--- config.mk ---
export PLATFORM = sky130hd
export DESIGN_NAME = alu_serial_ctrl_flat
export DESIGN_NICKNAME = d
export VERILOG_FILES = /design/src/rtl/alu_serial_ctrl_if.sv /design/src/rtl/alu_serial_ctrl.sv /design/src/flat_wrapper.sv
export SDC_FILE = /design/constraint.sdc
export NUM_CORES = 1
export LEC_CHECK = 0
export ABC_AREA = 1
export ABC_CLOCK_PERIOD_IN_PS = 1700
export CAP_MARGIN = 20
export CORE_MARGIN = 1.5
export CORE_UTILIZATION = 47
export DETAILED_ROUTE_END_ITERATION = 8
export GPL_ROUTABILITY_DRIVEN = 0
export GPL_TIMING_DRIVEN = 0
export PLACE_DENSITY = 0.76
export SYNTH_ARGS = -nofsm -noshare
export SYNTH_HDL_FRONTEND = slang
export SYNTH_SLANG_ARGS = --single-unit
--- constraint.sdc ---
create_clock -name clk_i -period 1.7 [get_ports clk_i]
set_input_delay 0.34 -clock clk_i [delete_from_list [all_inputs] [get_ports clk_i]]
set_output_delay 0.34 -clock clk_i [all_outputs]
set_load 0.02 [all_outputs]
--- src/rtl/alu_serial_ctrl_if.sv ---
// rtl/alu_serial_ctrl_if.sv - request/response bundle between decode and the bit-serial ALU
interface alu_serial_ctrl_if #(
    parameter int WIDTH = 32
);
    logic             start_i;
    logic [WIDTH-1:0] src1_i;
    logic [WIDTH-1:0] src2_i;
    logic [3:0]       opr_i;
    logic             busy_o;
    logic             done_o;
    logic [WIDTH-1:0] result_o;
    logic             zero_o;
    logic             cout_o;
    logic             overflow_o;

    modport master (
        output start_i, src1_i, src2_i, opr_i,
        input  busy_o, done_o, result_o, zero_o, cout_o, overflow_o
    );

    modport slave (
        input  start_i, src1_i, src2_i, opr_i,
        output busy_o, done_o, result_o, zero_o, cout_o, overflow_o
    );
endinterface

--- src/rtl/alu_serial_ctrl.sv ---
// rtl/alu_serial_ctrl.sv - bit-serial ALU sequencer reusing one 1-bit slice, LSB first
module alu_serial_ctrl #(
    parameter int WIDTH = 32
) (
    input  logic              clk_i,
    input  logic              rst_i,
    alu_serial_ctrl_if.slave  bus
);
    localparam int CW = $clog2(WIDTH);

    localparam logic [1:0] S_IDLE = 2'd0;
    localparam logic [1:0] S_RUN  = 2'd1;
    localparam logic [1:0] S_DONE = 2'd2;

    logic [1:0]       state;
    logic [WIDTH-1:0] a_sh;
    logic [WIDTH-1:0] b_sh;
    logic [3:0]       opr_q;
    logic [CW-1:0]    cnt;
    logic             carry;
    logic [WIDTH-2:0] res_sh;
    logic [WIDTH-1:0] result_q;
    logic             zero_q;
    logic             cout_q;
    logic             ovf_q;

    logic             a_bit;
    logic             b_bit;
    logic             s_sum;
    logic             s_cout;
    logic             s_ovf;
    logic             s_set;
    logic             s_res;
    logic             last_bit;
    logic             arith;
    logic [WIDTH-1:0] shifted;
    logic [WIDTH-1:0] final_res;

    // The single reused slice; its less input is tied low, SLT is patched on the last bit.
    always_comb begin
        a_bit  = a_sh[0] ^ opr_q[3];
        b_bit  = b_sh[0] ^ opr_q[2];
        s_sum  = a_bit ^ b_bit ^ carry;
        s_cout = (a_bit & b_bit) | (carry & (a_bit ^ b_bit));
        s_ovf  = carry ^ s_cout;
        s_set  = s_ovf ^ s_sum;
        s_res  = 1'b0;
        case (opr_q[1:0])
            2'b00:   s_res = a_bit & b_bit;
            2'b01:   s_res = a_bit | b_bit;
            2'b10:   s_res = s_sum;
            default: s_res = 1'b0;
        endcase
    end

    always_comb begin
        last_bit  = (cnt == CW'(WIDTH - 1));
        arith     = opr_q[1];
        shifted   = {s_res, res_sh};
        final_res = (opr_q[1:0] == 2'b11) ? {{(WIDTH-1){1'b0}}, s_set} : shifted;
    end

    always_ff @(posedge clk_i) begin
        if (rst_i) begin
            state    <= S_IDLE;
            a_sh     <= '0;
            b_sh     <= '0;
            opr_q    <= '0;
            cnt      <= '0;
            carry    <= 1'b0;
            res_sh   <= '0;
            result_q <= '0;
            zero_q   <= 1'b1;
            cout_q   <= 1'b0;
            ovf_q    <= 1'b0;
        end else begin
            case (state)
                S_IDLE: begin
                    if (bus.start_i) begin
                        a_sh  <= bus.src1_i;
                        b_sh  <= bus.src2_i;
                        opr_q <= bus.opr_i;
                        cnt   <= '0;
                        carry <= bus.opr_i[2];
                        state <= S_RUN;
                    end
                end
                S_RUN: begin
                    res_sh <= shifted[WIDTH-1:1];
                    a_sh   <= a_sh >> 1;
                    b_sh   <= b_sh >> 1;
                    carry  <= s_cout;
                    cnt    <= cnt + 1'b1;
                    if (last_bit) begin
                        result_q <= final_res;
                        zero_q   <= (final_res == '0);
                        cout_q   <= arith & s_cout;
                        ovf_q    <= arith & s_ovf;
                        state    <= S_DONE;
                    end
                end
                default: begin
                    state <= S_IDLE;
                end
            endcase
        end
    end

    assign bus.busy_o     = (state == S_RUN);
    assign bus.done_o     = (state == S_DONE);
    assign bus.result_o   = result_q;
    assign bus.zero_o     = zero_q;
    assign bus.cout_o     = cout_q;
    assign bus.overflow_o = ovf_q;
endmodule
--- src/flat_wrapper.sv ---
// flat-port wrapper written by rule: the top's interface ports become plain ports
module alu_serial_ctrl_flat 
#(
    parameter int WIDTH = 32
)
  (clk_i, rst_i, bus_start_i, bus_src1_i, bus_src2_i, bus_opr_i, bus_busy_o, bus_done_o, bus_result_o, bus_zero_o, bus_cout_o, bus_overflow_o);
  alu_serial_ctrl_if #(.WIDTH(WIDTH)) bus_i ();
  input  logic clk_i;
  input  logic rst_i;
  input wire logic [$bits(bus_i.start_i)-1:0] bus_start_i;
  input wire logic [$bits(bus_i.src1_i)-1:0] bus_src1_i;
  input wire logic [$bits(bus_i.src2_i)-1:0] bus_src2_i;
  input wire logic [$bits(bus_i.opr_i)-1:0] bus_opr_i;
  output wire logic [$bits(bus_i.busy_o)-1:0] bus_busy_o;
  output wire logic [$bits(bus_i.done_o)-1:0] bus_done_o;
  output wire logic [$bits(bus_i.result_o)-1:0] bus_result_o;
  output wire logic [$bits(bus_i.zero_o)-1:0] bus_zero_o;
  output wire logic [$bits(bus_i.cout_o)-1:0] bus_cout_o;
  output wire logic [$bits(bus_i.overflow_o)-1:0] bus_overflow_o;
  assign bus_i.start_i = bus_start_i;
  assign bus_i.src1_i = bus_src1_i;
  assign bus_i.src2_i = bus_src2_i;
  assign bus_i.opr_i = bus_opr_i;
  assign bus_busy_o = bus_i.busy_o;
  assign bus_done_o = bus_i.done_o;
  assign bus_result_o = bus_i.result_o;
  assign bus_zero_o = bus_i.zero_o;
  assign bus_cout_o = bus_i.cout_o;
  assign bus_overflow_o = bus_i.overflow_o;
  alu_serial_ctrl #(.WIDTH(WIDTH)) u_core (.clk_i(clk_i), .rst_i(rst_i), .bus(bus_i));
endmodule
==> PnR_summary.wiki <==
{| class="wikitable"
! Metric !! Value
|-
| Via count || slightly below 6000
|-
| Net Count, Synth || 895
|-
| Total negative slack || -0.02370 ns
|-
| Type of the setup path with the least slack || flop to flop
|-
| Power density cells || between 1000 and 1500 mW/mm^2
|-
| GRT overflow || 0
|-
| Ratio of cells with drive above 1 in the final layout || between 10 and 15%
|-
| Area of all placed cells without fillers || 0.008089 sq mm
|-
| Final setup vio count || 2
|-
| Critical Path Sink Type || flop
|-
| Worst relative slew slack || between 50 and 60%
|-
| Syn Std Cell Area || around 0.006 sq mm
|-
| Clock Sink Count || roughly 140
|-
| Startpoint class of the critical path || flop
|-
| Synthesis-to-layout area growth || 35.42%
|-
| RSZ-0062 raised after global routing || yes
|-
| Crit path arrival time || roughly 2 ns
|-
| Worst min-delay path class || flop to flop
|-
| Net count, final || 1029
|-
| Drt first-iter violations || about 460
|-
| Critical path's largest stage delay || 0.37 ns
|-
| Total area of multi-input combinational cells || between 0.002 and 0.003 sq mm
|-
| Syn avg cell area || around 7.3 sq um
|-
| Largest net degree at the start of global routing || 20
|-
| Count of distinct cell types in the synthesized netlist || 25
|-
| CTS tree || built
|-
| Count of final max-slew check failures || 0
|-
| Via density per instance || 5.117
|-
| FF+latch area || 0.002853 sq mm
|-
| Sequential area share after synthesis || 47.59%
|-
| Post-detailed-placement cell area || 0.007254 sq mm
|-
| Largest fanout of any net on the critical path || 10
|-
| Root buffer cell || sky130_fd_sc_hd__clkbuf_16
|-
| Number of hold violations in the final report || 0
|-
| First drt pass iteration count || 5
|-
| Number of instances in the synthesized netlist || 818
|-
| Drc violations || 0
|-
| Post-route non-filler standard cell count || 1133
|-
| Critical-path cell list || ha_4 -> inv_2 -> nor3_4 -> ha_2 -> inv_2 -> nor2_4 -> inv_2 -> buf_4 -> a21oi_2 -> nor2_1
|-
| Period minus WS final || between 1.5 and 2 ns
|-
| Achievable frequency || 581.0 MHz
|-
| Final worst path period share || 101.3%
|-
| Count of yosys warnings during synthesis || 0
|-
| Most common cell after layout, fill and taps aside || sky130_fd_sc_hd__dfxtp_1
|-
| Detailed placer's ending HPWL || ~10 mm
|-
| Port bufs || 107
|-
| Maximum level of the CTS H-tree || 4
|-
| Global-route total usage across every layer || 23.48%
|-
| Die area || roughly 0.013 sq mm
|-
| Cell type of the slowest stage on the worst timing path || sky130_fd_sc_hd__dfxtp_4
|-
| Smallest setup slack after layout || -0.02126 ns
|-
| Crit-path most repeated cell || sky130_fd_sc_hd__inv_2
|-
| Initial cell density of the core || about half
|-
| Number of top-level design ports || ~110
|-
| Antenna diode count || 0
|-
| Routed wire per std cell || 13.66 um
|-
| Die width || roughly 120 um
|-
| Placement Rows || 40
|-
| Number of max-capacitance violations reported || 0
|-
| Number of buffers added by the clock tree synthesis step || 17
|-
| Clock transition at the register clock pins on the worst setup and hold paths after CTS || 0.06 ns
|-
| CP Data Required Time || ~2.0 ns
|-
| Wire length of the first global-routing pass || 24.69 mm
|-
| Core area || 0.01221 sq mm
|-
| Via count of the first global-routing pass || 5219
|-
| Result of the run || finished with violations
|-
| Maximum buffer depth of the clock tree || 2
|-
| Total of flip-flops plus latches after synthesis || 142
|-
| Violations in the final reports || negative setup slack
|-
| Antenna Violating Nets Remaining || 0
|-
| Worst IR drop on VDD || between 0.8 and 0.9 mV
|-
| Leakage dissipation || 3.666 nW
|-
| Number of antenna violations at the first check in global routing || 0
|-
| Clock skew after layout || 0.01218 ns
|-
| Height of the die || 115.7 um
|-
| Most used cells in the layout excluding fill and tap cells || sky130_fd_sc_hd__dfxtp_1, sky130_fd_sc_hd__o21ai_1, sky130_fd_sc_hd__nand2_1, sky130_fd_sc_hd__a21oi_1, sky130_fd_sc_hd__o21ai_0
|-
| WL final || 15.48 mm
|-
| Worst Tran Pin Value || 0.6568 ns
|-
| Filler instances || 1066
|-
| Clock insertion delay at the later pin of the skew report || 0.42 ns
|-
| Total placed cells including tap cells || 1093
|}
[path summary, 6_finish.rpt]
path / start / end / slack [ns] / cells past startpoint
min: u_core.a_sh[21] / u_core.a_sh[21] / 0.45 / 2
min reg2reg: u_core.a_sh[21] / u_core.a_sh[21] / 0.45 / 2
max: u_core.cnt[0] / u_core.bus.result_o[10] / -0.02 / 10
max reg2reg: u_core.cnt[0] / u_core.bus.result_o[10] / -0.02 / 10
[cell type report]
type / count / area share (%)
sequential: 142 / 35.27
buffer: 60 / 4.238
tap: 168 / 2.599
clock buffer: 19 / 5.352
inverter: 80 / 3.743
timing repair buffer: 116 / 14.11
clock inverter: 13 / 2.413
multi-input combinational: 535 / 32.28
[critical path: cells and delay by family, from the launching register on]
kind | cells | cell delay (ns)
adders and majority gates | 2 | 0.33
buffers and inverters | 4 | 0.35
and+or+nand+nor | 3 | 0.40
AOI/OAI and AO/OA | 1 | 0.14
DFF | 1 | 0.37
[what timing repair did]
action	4_1_cts	5_1_grt
endpoints found under the hold margin	0	0
hold buffers	0	0
cloned	0	1
pin swaps	2	6
gates resized for setup	52	48
setup endpoints to repair	60	61
buffers inserted	1	7
[power by group]
| group | internal, mW | total [mW] | switching (mW) | leakage [nW] |
|---|---|---|---|---|
| Sequential | 3.57 | 3.69 | 0.118 | 1.17 |
| Clock | 2.58 | 3.97 | 1.38 | 0.306 |
| Combinational | 0.517 | 1.22 | 0.699 | 2.19 |
[through the flow]
step	power (mW)	hold WS (ns)	utilization [%]	setup slack, ns
2_1_floorplan	4.505	0.4094	-	0.06277
3_3_place_gp	4.877	0.4344	59.41	-0.3664
3_5_place_dp	4.894	0.4390	59.41	-0.3549
4_1_cts	8.864	0.4487	64.93	0.0006893
5_1_grt	9.219	0.4634	66.24	-0.1359
6_report	8.870	0.4499	66.24	-0.02126
[cells by family after synthesis]
group | Yosys count | synth area share, %
AOI/OAI and AO/OA | 319 | 26.79
and+or+nand+nor | 208 | 13.66
DFF | 142 | 47.59
buffers and inverters | 141 | 10.16
adders and majority gates | 6 | 1.508
xor gates and xnor gates | 2 | 0.2933
[routing by layer]
| metal | up-vias | part of all wire [%] | GRT usage, % |
|---|---|---|---|
| met1 | 2633 | 48 | 31.97 |
| met4 | 0 | 1.6 | 9.350 |
| li1 | 2957 | - | - |
| met2 | 185 | 43 | 36.80 |
| met5 | - | 0 | 0 |
| met3 | 23 | 6.5 | 4.759 |
[registers in the layout (all words and copies together) (netlist names)]
signal	cells
u_core.a_sh	32
u_core.bus.result_o	32
u_core.opr_q	4
u_core.carry	1
u_core.bus.overflow_o	1
u_core.b_sh	32
u_core.bus.zero_o	1
u_core.state	2
u_core.cnt	5
u_core.bus.cout_o	1
u_core.res_sh	31
[cell usage after synthesis, drive strengths merged]
library cell    n  share of area [%]
a31oi           1               0.10
clkbuf         23                1.5
o21ai         204                 17
fa              2               0.67
inv            80                5.0
nor3            1              0.084
nor2           89                5.8
buf            38                3.7
ha              4               0.84
nand3          11                1.0
xnor2           1               0.15
dfxtp         142                 48
nand2         107                6.8
xor2            1               0.15
a21oi         113                9.5
o21bai          1               0.13
No activity file was read; power rests on OpenSTA's default activity.
